--- config.mk ---
export PLATFORM = sky130hd
export DESIGN_NAME = priority_resolver
export DESIGN_NICKNAME = d
export VERILOG_FILES = /design/src/rtl/pic_pkg.sv /design/src/rtl/pic_rotating_encoder.sv /design/src/rtl/priority_resolver.sv
export SDC_FILE = /design/constraint.sdc
export NUM_CORES = 1
export LEC_CHECK = 0
export CAP_MARGIN = 5
export CORE_MARGIN = 2
export CORE_UTILIZATION = 60
export DETAILED_ROUTE_END_ITERATION = 12
export PLACE_DENSITY = 0.88
export REMOVE_ABC_BUFFERS = 1
export SETUP_SLACK_MARGIN = 0.4
export SLEW_MARGIN = 0
export SYNTH_ARGS = -nofsm -noshare
export SYNTH_HDL_FRONTEND = slang
export SYNTH_HIERARCHICAL = 1
export SYNTH_SLANG_ARGS = --single-unit
--- constraint.sdc ---
create_clock -name clk -period 18.14 [get_ports clk]
set_input_delay 4.535 -clock clk [delete_from_list [all_inputs] [get_ports clk]]
set_output_delay 4.535 -clock clk [all_outputs]
set_load 0.005 [all_outputs]
--- src/rtl/pic_pkg.sv ---
// Shared definitions for the 8259A-style priority resolver: OCW2 field
// positions, command codes, acknowledge FSM states and a priority-rank helper.
package pic_pkg;

  // OCW2 field positions
  localparam int OP_R_BIT   = 7;
  localparam int OP_SL_BIT  = 6;
  localparam int OP_EOI_BIT = 5;
  localparam int OP_LVL_MSB = 2;
  localparam int OP_LVL_LSB = 0;

  // Command codes formed from {R, SL, EOI}
  localparam logic [2:0] CMD_NOP       = 3'b000;
  localparam logic [2:0] CMD_NSEOI     = 3'b001;
  localparam logic [2:0] CMD_FIXED     = 3'b010;
  localparam logic [2:0] CMD_SEOI      = 3'b011;
  localparam logic [2:0] CMD_SET_AROT  = 3'b100;
  localparam logic [2:0] CMD_ROT_NSEOI = 3'b101;
  localparam logic [2:0] CMD_SET_PRI   = 3'b110;
  localparam logic [2:0] CMD_ROT_SEOI  = 3'b111;

  // Two-pulse INTA acknowledge tracking
  typedef enum logic {
    WAIT_FIRST  = 1'b0,
    WAIT_SECOND = 1'b1
  } ack_state_e;

  // Rank of a level under the current bottom: 0 is highest priority, 7 lowest.
  function automatic logic [2:0] prio_rank(input logic [2:0] lvl, input logic [2:0] bottom);
    return lvl - bottom - 3'd1;
  endfunction

endpackage

--- src/rtl/pic_rotating_encoder.sv ---
// Rotating priority encoder: finds the highest-priority set bit of req_i when
// level (bottom_i+1) mod 8 is highest and bottom_i is lowest.
module pic_rotating_encoder
  import pic_pkg::*;
(
  input  logic [7:0] req_i,
  input  logic [2:0] bottom_i,
  output logic       valid_o,
  output logic [2:0] idx_o
);

  logic       valid_s;
  logic [2:0] idx_s;
  logic [2:0] lvl_s;

  // Walk levels from highest to lowest priority and keep the first one set.
  always_comb begin
    valid_s = 1'b0;
    idx_s   = 3'd0;
    lvl_s   = 3'd0;
    for (int j = 0; j < 8; j++) begin
      lvl_s   = bottom_i + 3'd1 + 3'(j);
      idx_s   = (req_i[lvl_s] && !valid_s) ? lvl_s : idx_s;
      valid_s = valid_s | req_i[lvl_s];
    end
  end

  assign valid_o = valid_s;
  assign idx_o   = idx_s;

endmodule

--- src/rtl/priority_resolver.sv ---
// 8259A-style interrupt priority resolver: IRR/IMR/ISR, fixed or rotating
// priority, fully nested INT generation, two-pulse INTA and OCW2 commands.
module priority_resolver
  import pic_pkg::*;
(
  input  logic       clk,
  input  logic       reset,
  input  logic [7:0] IR,
  input  logic [7:0] IM,
  input  logic [7:0] operation,
  input  logic       INTA,
  input  logic       AEOI,
  input  logic       LTIM,
  output logic       INT,
  output logic [2:0] INT_VEC,
  output logic [7:0] ISR,
  output logic [7:0] IRR,
  output logic [7:0] IMR
);

  ack_state_e state_q, state_d;
  logic [7:0] isr_q, isr_d;
  logic [7:0] irr_q, irr_d;
  logic [7:0] imr_q;
  logic       int_q, int_d;
  logic [2:0] vec_q, vec_d;
  logic [2:0] bottom_q, bottom_d;
  logic       arot_q, arot_d;
  logic [7:0] op_q;
  logic [7:0] ir_prev_q;
  logic       inta_sync1_q, inta_sync2_q, inta_prev_q;

  logic       ack_s, first_ack_s, second_ack_s;
  logic       op_fire_s;
  logic [2:0] cmd_s, op_lvl_s;
  logic       cand_valid_s, top_valid_s, eoi_valid_s;
  logic [2:0] cand_idx_s, top_idx_s, eoi_idx_s;
  logic       int_req_s;
  logic [7:0] isr_ack_s;
  logic [7:0] irr_clr_s;

  // Acknowledge event is the falling edge of the synchronised INTA.
  assign ack_s        = inta_prev_q & ~inta_sync2_q;
  assign first_ack_s  = ack_s && (state_q == WAIT_FIRST);
  assign second_ack_s = ack_s && (state_q == WAIT_SECOND);

  // A command runs once, in the cycle its value first differs from last cycle.
  assign op_fire_s = (operation != op_q);
  assign cmd_s     = {operation[OP_R_BIT], operation[OP_SL_BIT], operation[OP_EOI_BIT]};
  assign op_lvl_s  = operation[OP_LVL_MSB:OP_LVL_LSB];

  // Highest-priority unmasked request
  pic_rotating_encoder u_cand (
    .req_i    (irr_q & ~imr_q),
    .bottom_i (bottom_q),
    .valid_o  (cand_valid_s),
    .idx_o    (cand_idx_s)
  );

  // Highest-priority in-service level, used for nesting
  pic_rotating_encoder u_isr_top (
    .req_i    (isr_q),
    .bottom_i (bottom_q),
    .valid_o  (top_valid_s),
    .idx_o    (top_idx_s)
  );

  // Highest-priority in-service level after this cycle's INTA update, for EOI
  pic_rotating_encoder u_eoi (
    .req_i    (isr_ack_s),
    .bottom_i (bottom_q),
    .valid_o  (eoi_valid_s),
    .idx_o    (eoi_idx_s)
  );

  assign int_req_s = cand_valid_s &&
                     (!top_valid_s ||
                      (prio_rank(cand_idx_s, bottom_q) < prio_rank(top_idx_s, bottom_q)));

  // ISR after the INTA effects, before any command clear is applied.
  always_comb begin
    isr_ack_s = isr_q;
    if (first_ack_s && cand_valid_s) begin
      isr_ack_s[cand_idx_s] = 1'b1;
    end else if (second_ack_s && AEOI) begin
      isr_ack_s[vec_q] = 1'b0;
    end else begin
      isr_ack_s = isr_q;
    end
  end

  // Acknowledge FSM, IRR update and OCW2 command execution.
  always_comb begin
    state_d   = state_q;
    isr_d     = isr_ack_s;
    irr_d     = irr_q;
    vec_d     = vec_q;
    bottom_d  = bottom_q;
    arot_d    = arot_q;
    int_d     = 1'b0;
    irr_clr_s = 8'h00;

    case (state_q)
      WAIT_FIRST: begin
        if (ack_s) begin
          state_d = WAIT_SECOND;
          if (cand_valid_s) begin
            vec_d                 = cand_idx_s;
            irr_clr_s[cand_idx_s] = 1'b1;
          end else begin
            vec_d = vec_q;
          end
        end else begin
          int_d = int_req_s;
        end
      end
      WAIT_SECOND: begin
        if (ack_s) begin
          state_d = WAIT_FIRST;
          if (AEOI && arot_q) begin
            bottom_d = vec_q;
          end else begin
            bottom_d = bottom_q;
          end
        end else begin
          state_d = WAIT_SECOND;
        end
      end
      default: begin
        state_d = WAIT_FIRST;
      end
    endcase

    if (LTIM) begin
      irr_d = IR;
    end else begin
      irr_d = (irr_q & ~irr_clr_s) | (IR & ~ir_prev_q);
    end

    if (op_fire_s) begin
      case (cmd_s)
        CMD_NOP: begin
          isr_d = isr_ack_s;
        end
        CMD_NSEOI: begin
          if (eoi_valid_s) begin
            isr_d[eoi_idx_s] = 1'b0;
          end else begin
            isr_d = isr_ack_s;
          end
        end
        CMD_FIXED: begin
          bottom_d = 3'd7;
          arot_d   = 1'b0;
        end
        CMD_SEOI: begin
          isr_d[op_lvl_s] = 1'b0;
        end
        CMD_SET_AROT: begin
          arot_d = 1'b1;
        end
        CMD_ROT_NSEOI: begin
          if (eoi_valid_s) begin
            isr_d[eoi_idx_s] = 1'b0;
            bottom_d         = eoi_idx_s;
          end else begin
            isr_d = isr_ack_s;
          end
        end
        CMD_SET_PRI: begin
          bottom_d = op_lvl_s;
        end
        CMD_ROT_SEOI: begin
          if (eoi_valid_s) begin
            isr_d[op_lvl_s] = 1'b0;
            bottom_d        = op_lvl_s;
          end else begin
            isr_d = isr_ack_s;
          end
        end
        default: begin
          isr_d = isr_ack_s;
        end
      endcase
    end else begin
      isr_d = isr_ack_s;
    end
  end

  // State registers; reset restores fixed priority with IR0 highest.
  always_ff @(posedge clk or posedge reset) begin
    if (reset) begin
      state_q      <= WAIT_FIRST;
      isr_q        <= 8'h00;
      irr_q        <= 8'h00;
      imr_q        <= 8'h00;
      int_q        <= 1'b0;
      vec_q        <= 3'd0;
      bottom_q     <= 3'd7;
      arot_q       <= 1'b0;
      op_q         <= 8'h00;
      ir_prev_q    <= 8'h00;
      inta_sync1_q <= 1'b0;
      inta_sync2_q <= 1'b0;
      inta_prev_q  <= 1'b0;
    end else begin
      state_q      <= state_d;
      isr_q        <= isr_d;
      irr_q        <= irr_d;
      imr_q        <= IM;
      int_q        <= int_d;
      vec_q        <= vec_d;
      bottom_q     <= bottom_d;
      arot_q       <= arot_d;
      op_q         <= operation;
      ir_prev_q    <= IR;
      inta_sync1_q <= INTA;
      inta_sync2_q <= inta_sync1_q;
      inta_prev_q  <= inta_sync2_q;
    end
  end

  assign INT     = int_q;
  assign INT_VEC = vec_q;
  assign ISR     = isr_q;
  assign IRR     = irr_q;
  assign IMR     = imr_q;

endmodule

==> metrics.cfg, run 1 <==
[worst_setup_path]
critPathKind = in -> reg
path_delay_family = multiplexers
cp_slowest_stage_delay_ps = 690
cp-end-kind = flop
slowest_stage = mux4_1
cp_cell_sequence = clkdlybuf4s50_1 > and4_1 > a31oi_1 > mux4_1 > mux2i_2 > nand3b_1 > mux2_2 > a21oi_1 > a21oi_1 > or3b_1 > or3_1 > o311ai_2 > a21boi_2
cp.arrival_ps = 8250
crit_top_cell = a21oi_1
cp_num_buf_inv = 1
crit_path_max_fanout = 7
startpoint_type = input pin
worstPathRequired_ps = 18330

[route]
dr.pass1.iters = 5
drt_iter0_drc = 445
routedWlPerCell_microns = 18.73
post-route-drc-count = 0
postRouteAntennaNets = 0
drt-total-wl_microns = 12680
routed_via_density = 6.650
vias = 4502

[timing]
clock_skew_ps = 4.777
min_period_over_period_pct = 44.41
rsz0062_at_grt = false
finalSetupViolations = 0
clock.fmax_mhz = 124.1
tns_ps = 0
worst_pin_slew_ps = 1058
slew_violations = 0
maxSlewHeadroom_pct = 29.39
finalCriticalPeriod_ps = 8057
holdWs_ps = 356.9
hold_viol = 0

[global_route]
gr-usage-all-layers_pct = 26.82
grt-busiest-layer = met2
antenna_found_initial = 0
gr-usage-met3_pct = 2.446
grt_pass1_vias = 4212
use_met2_pct = 44.30
grt_max_degree = 56
grt_pass1_wl_microns = 21020
overflow = 0
grtUsageMet1_pct = 38.67

[clock_network]
cts_num_sinks = 52
cts_resized = 0
clk_pin_slew_ps = 100
cts-root-buf = clkbuf_8
numCtsBuffers = 5
htree_num_levels = 2
tritoncts = built
cts_buffer_depth = 2
postCtsHoldBufs = 0
insertion_delay_ps = 310
cts_setup_buffers = 0

[floorplanning]
chipWidth_microns = 97.70
ios = 57
die_y_microns = 97.70
start_util_pct = 61.00
core_sq_um = 8636
rows = 34
die_area_sq_um = 9544

[synthesis]
synth_warnings = 6
synthCells = 533
synth.yosys.seq_area_share_pct = 24.77
syn_avg_cell_area_sq_um = 9.883
ys.flop_type = dfrtp_1
ys_async_sr_fraction_pct = 100.0
yosysUniqueCellTypes = 67
synth-edff-count = 0
ys_seq_elements = 52
syn_area_sq_um = 5268

[cells_and_area]
insertedDiodeCount = 0
drive_gt1_share_pct = 13.18
stdcell_count = 677
areaGrowthSynthToFinish_pct = 11.69
design_area_sq_um = 5883
num-nets-final = 611
nFillCells = 665

[placed_design]
gp_congestion = 0.8908
portBuffers = 56
hpwlAfterDp_microns = 9417
dpl.cell_count = 669
postPlaceCellArea_sq_um = 5772

[min_path]
hold_path.class = reg -> reg

[run]
maxCapViolCount = 0

[run_status]
outcome = completed

==> cell families (layout without fill, tap and decap cells) <==
group                      count (synthesis)  after routing  share of synthesized area (%)
and+or+nand+nor                          158            158                          16.98
DFF                                       52             52                          24.77
adders and majority gates                 14             14                          3.610
muxes                                     69             69                          22.52
buffers and inverters                     74            110                          7.055
xor gates and xnor gates                  27             27                          6.057
AOI/OAI and AO/OA                        139            139                          19.00
==> synth_stat cells, drive strengths merged, types with 4 or more instances <==
cell type	count	share of area, %
o31ai	4	0.57
xnor2	17	2.8
inv	44	3.1
dfrtp	49	23
a21o	6	0.86
a31oi	11	1.3
and3	4	0.47
o221ai	6	1.0
a211o	6	1.0
a22o	9	1.5
a32o	6	1.1
clkbuf	5	0.36
nand2	40	2.9
a21oi	28	2.9
nor2	25	1.8
nand2b	7	0.88
and2	10	1.2
mux4	33	15
buf	25	3.6
o21ai	22	2.1
a22oi	4	0.57
xnor3	6	2.6
nor3	4	1.0
ha	12	2.9
mux2i	15	3.1
nand3b	5	0.71
xor2	4	0.67
nor2b	16	1.9
a21boi	10	1.5
mux2	21	4.5
nand3	11	1.0
or2	6	0.71
nor4	15	2.1
==> routing by layer <==
layer	part of all wire, %	routed length (microns)	vias to the layer above
li1	-	-	2096
met1	44	5549	2216
met2	49	6216	171
met3	5.8	739	19
met4	1.4	175	0
met5	0	0	-
==> sequential cells by signal (all words and copies together), names as in the netlist <==
signal	flops
arot_q	1
inta_prev_q	1
IMR	8
bottom_q	3
inta_sync2_q	1
ISR	8
ir_prev_q	8
INT_VEC	3
state_q	1
INT	1
IRR	8
op_q	8
inta_sync1_q	1
==> per-stage QoR <==
stage	util (%)	setup slack, ps
3_3_place_gp	66.84	9946
6_report	68.13	10080
4_1_cts	68.13	10130
2_1_floorplan	-	10750
5_1_grt	68.13	9910
3_5_place_dp	66.84	9850
==> final cells by class <==
| cell class | count | area [sq um] | share of cell area (%) |
|---|---|---|---|
| clock inverters | 2 | 38.79 | 0.6593 |
| well taps | 108 | 135.1 | 2.297 |
| clock buffers | 6 | 72.57 | 1.234 |
| inverters | 44 | 165.2 | 2.807 |
| multi-input cells | 407 | 3591 | 61.04 |
| repair buffers | 58 | 575.6 | 9.783 |
| flip-flops and latches | 52 | 1305 | 22.18 |
==> worst paths after layout <==
| kind | depth (start not counted) | endpoint | slack [ps] | from |
|---|---|---|---|---|
| worst min-delay path | 0 | inta_sync2_q$_DFF_PP0_ | 360 | inta_sync1_q$_DFF_PP0_ |
| min in group asynchronous | 2 | op_q[4]$_DFF_PP0_ | 4800 | reset |
| worst max register to register | 19 | ISR[0]$_DFF_PP0_ | 10930 | bottom_q[0]$_DFF_PP1_ |
| worst max-delay path | 13 | ISR[0]$_DFF_PP0_ | 10080 | AEOI |
| max in group asynchronous | 2 | ISR[3]$_DFF_PP0_ | 12700 | reset |
| worst min register to register | 0 | inta_sync2_q$_DFF_PP0_ | 360 | inta_sync1_q$_DFF_PP0_ |
==> layout by cell type (no fill, tap or decap), drive strengths merged, types with 7 or more instances in the layout <==
master         Yosys  layout
nor4              15      15
inv               44      45
clkdlybuf4s50      0      56
nand2             40      40
dfrtp             49      49
mux4              33      33
a21oi             28      28
o21ai             22      22
ha                12      12
nor2b             16      16
nand2b             7       7
mux2i             15      15
and2              10      10
xnor2             17      17
a22o               9       9
nor2              25      25
nand3             11      11
a31oi             11      11
a21boi            10      10
mux2              21      21
Power of run 1 is not shown: default switching activity piles up to over one toggle a cycle in this logic, so the estimate is an artifact.
==> run 2, diff against run 1 <==
CORE_UTILIZATION = 58   (was 60)
PLACE_DENSITY = 0.86   (was 0.88)
clock period = 7.89 ns   (was 18.14 ns; I/O delays follow)
==> run 2 against run 1 <==
Via count hardly changed. Worst setup slack got worse by 9300 ps. Critical path depth up 5. First-iteration DRC count down 10%. Die area grew 3.3%. Sequential share of layout area rose by 0.080 points. Final area is 0.36% lower. Final cell count is the same. Hold slack better by 1.5 ps. Critical endpoint is now ISR[2]$_DFF_PP0_. Register-to-register slack got worse by 10000 ps. Count of clock-buffer cells in the layout is 1 lower. Core utilization fell by 1.2 points.
==> metrics.cfg, run 2 (same netlist as run 1, synthesis figures left out) <==
[run_status]
outcome = completed

[route]
post-route-drc-count = 0
routed_via_density = 6.645
drt-total-wl_microns = 12940
routedWlPerCell_microns = 19.11
drt_iter0_drc = 400
vias = 4499
postRouteAntennaNets = 0
dr.pass1.iters = 6

[cells_and_area]
insertedDiodeCount = 0
final_cell_mix = clkdlybuf4s50_1, dfrtp_1, inv_1
num-nets-final = 611
final_common_cell = clkdlybuf4s50_1
nFillCells = 664
areaGrowthSynthToFinish_pct = 11.28
register_area_sq_um = 1305
multi_input_area_sq_um = 3591
design_area_sq_um = 5862
drive_gt1_share_pct = 13.36

[min_path]
hold_depth = 0
hold_path.class = reg -> reg
min_from = inta_sync1_q$_DFF_PP0_

[global_route]
grt_pass1_wl_microns = 21430
grt_pass1_vias = 4240
overflow = 0
antenna_found_initial = 0
grt_max_degree = 56
gr-usage-all-layers_pct = 26.54

[floorplanning]
core_sq_um = 8763
start_util_pct = 60.11
chipWidth_microns = 99.30
rows = 34
die_area_sq_um = 9860
die_y_microns = 99.30
ios = 57

[worst_setup_path]
cp-end-kind = flop
startpoint_type = flop
critPathKind = reg -> reg
r2r_cells = 18
worstPathRequired_ps = 8100
worstSetupStartpoint = bottom_q[0]$_DFF_PP1_
crit_path_max_fanout = 55
rr_startpoint = bottom_q[0]$_DFF_PP1_
cp.arrival_ps = 7270

[clock_network]
cts_num_sinks = 52
insertion_delay_ps = 310
htree_num_levels = 2
clk_pin_slew_ps = 100
cts_resized = 0
postCtsHoldBufs = 0
cts_setup_buffers = 0
cts_buffer_depth = 2
tritoncts = built
numCtsBuffers = 5
cts-root-buf = clkbuf_8

[placed_design]
place_ws_ps = 1054
gp_congestion = 0.9293
postPlaceCellArea_sq_um = 5772
portBuffers = 56
hpwlAfterDp_microns = 9649

[timing]
finalCriticalPeriod_ps = 7060
hold_viol = 0
fin_ws_ps = 830.3
min_period_over_period_pct = 89.48
rsz0062_at_grt = false
clock.fmax_mhz = 141.6
tns_ps = 0
slew_violations = 0
clock_skew_ps = 5.902
worst_pin_slew_ps = 1049
finalSetupViolations = 0
maxSlewHeadroom_pct = 29.98

[run]
maxCapViolCount = 0

## run 2: cell count changes in the layout (fill, tap and decap cells not counted)
| cell | before | now |
|---|---|---|
| bufinv_16 | 1 | 0 |
| clkbuf_1 | 1 | 0 |
| clkinv_2 | 0 | 1 |
| clkinvlp_4 | 0 | 1 |
## run 2: layout make-up
type / instances / share of cell area (%)
Inverter: 44 / 2.817
Multi-Input combinational cell: 407 / 61.26
Sequential cell: 52 / 22.26
Clock inverter: 3 / 0.3629
Clock buffer: 5 / 1.174
Tap cell: 108 / 2.305
Timing Repair Buffer: 58 / 9.819
## run 2: layer usage
metal | GRT usage, % | part of all wire, %
met3 | 3.022 | 6.6
met4 | 4.847 | 1.1
met2 | 44.44 | 50
met1 | 38.00 | 43
met5 | 0 | 0
## run 2: stage by stage
step                      utilization [%]  hold slack [ps]  cells
after floorplan                         -            331.2    503
after global placement              65.86            337.2    669
after detailed placement            65.86            337.1    669
after CTS                           66.89            359.4    677
after global routing                66.89            370.8    677
final                               66.89            358.4    677
## run 2: final timing paths
| path | end | slack [ps] |
|---|---|---|
| max in group asynchronous | ir_prev_q[6]$_DFF_PP0_ | 5030 |
| worst max-delay path | ISR[2]$_DFF_PP0_ | 830 |
| worst min-delay path | inta_sync2_q$_DFF_PP0_ | 360 |
| min in group asynchronous | op_q[4]$_DFF_PP0_ | 2230 |
| worst min register to register | inta_sync2_q$_DFF_PP0_ | 360 |
| worst max register to register | ISR[2]$_DFF_PP0_ | 830 |
## run 2: worst max-delay path, cell delays in order, from the launching register on
cell and delay [ps]:
dfstp_2 540, buf_4 560, ha_1 440, xnor3_1 560, mux2i_2 370, and2_1 240, a211o_1 130, o21ai_0 70
a21oi_1 660, nor2b_1 240, a21oi_1 230, a31oi_1 150, mux4_1 570, mux2i_1 310, nand3_1 260, or4_1 770
o31ai_1 440, a21oi_4 100, a21boi_0 270
Power of run 2 is left out for the same reason.
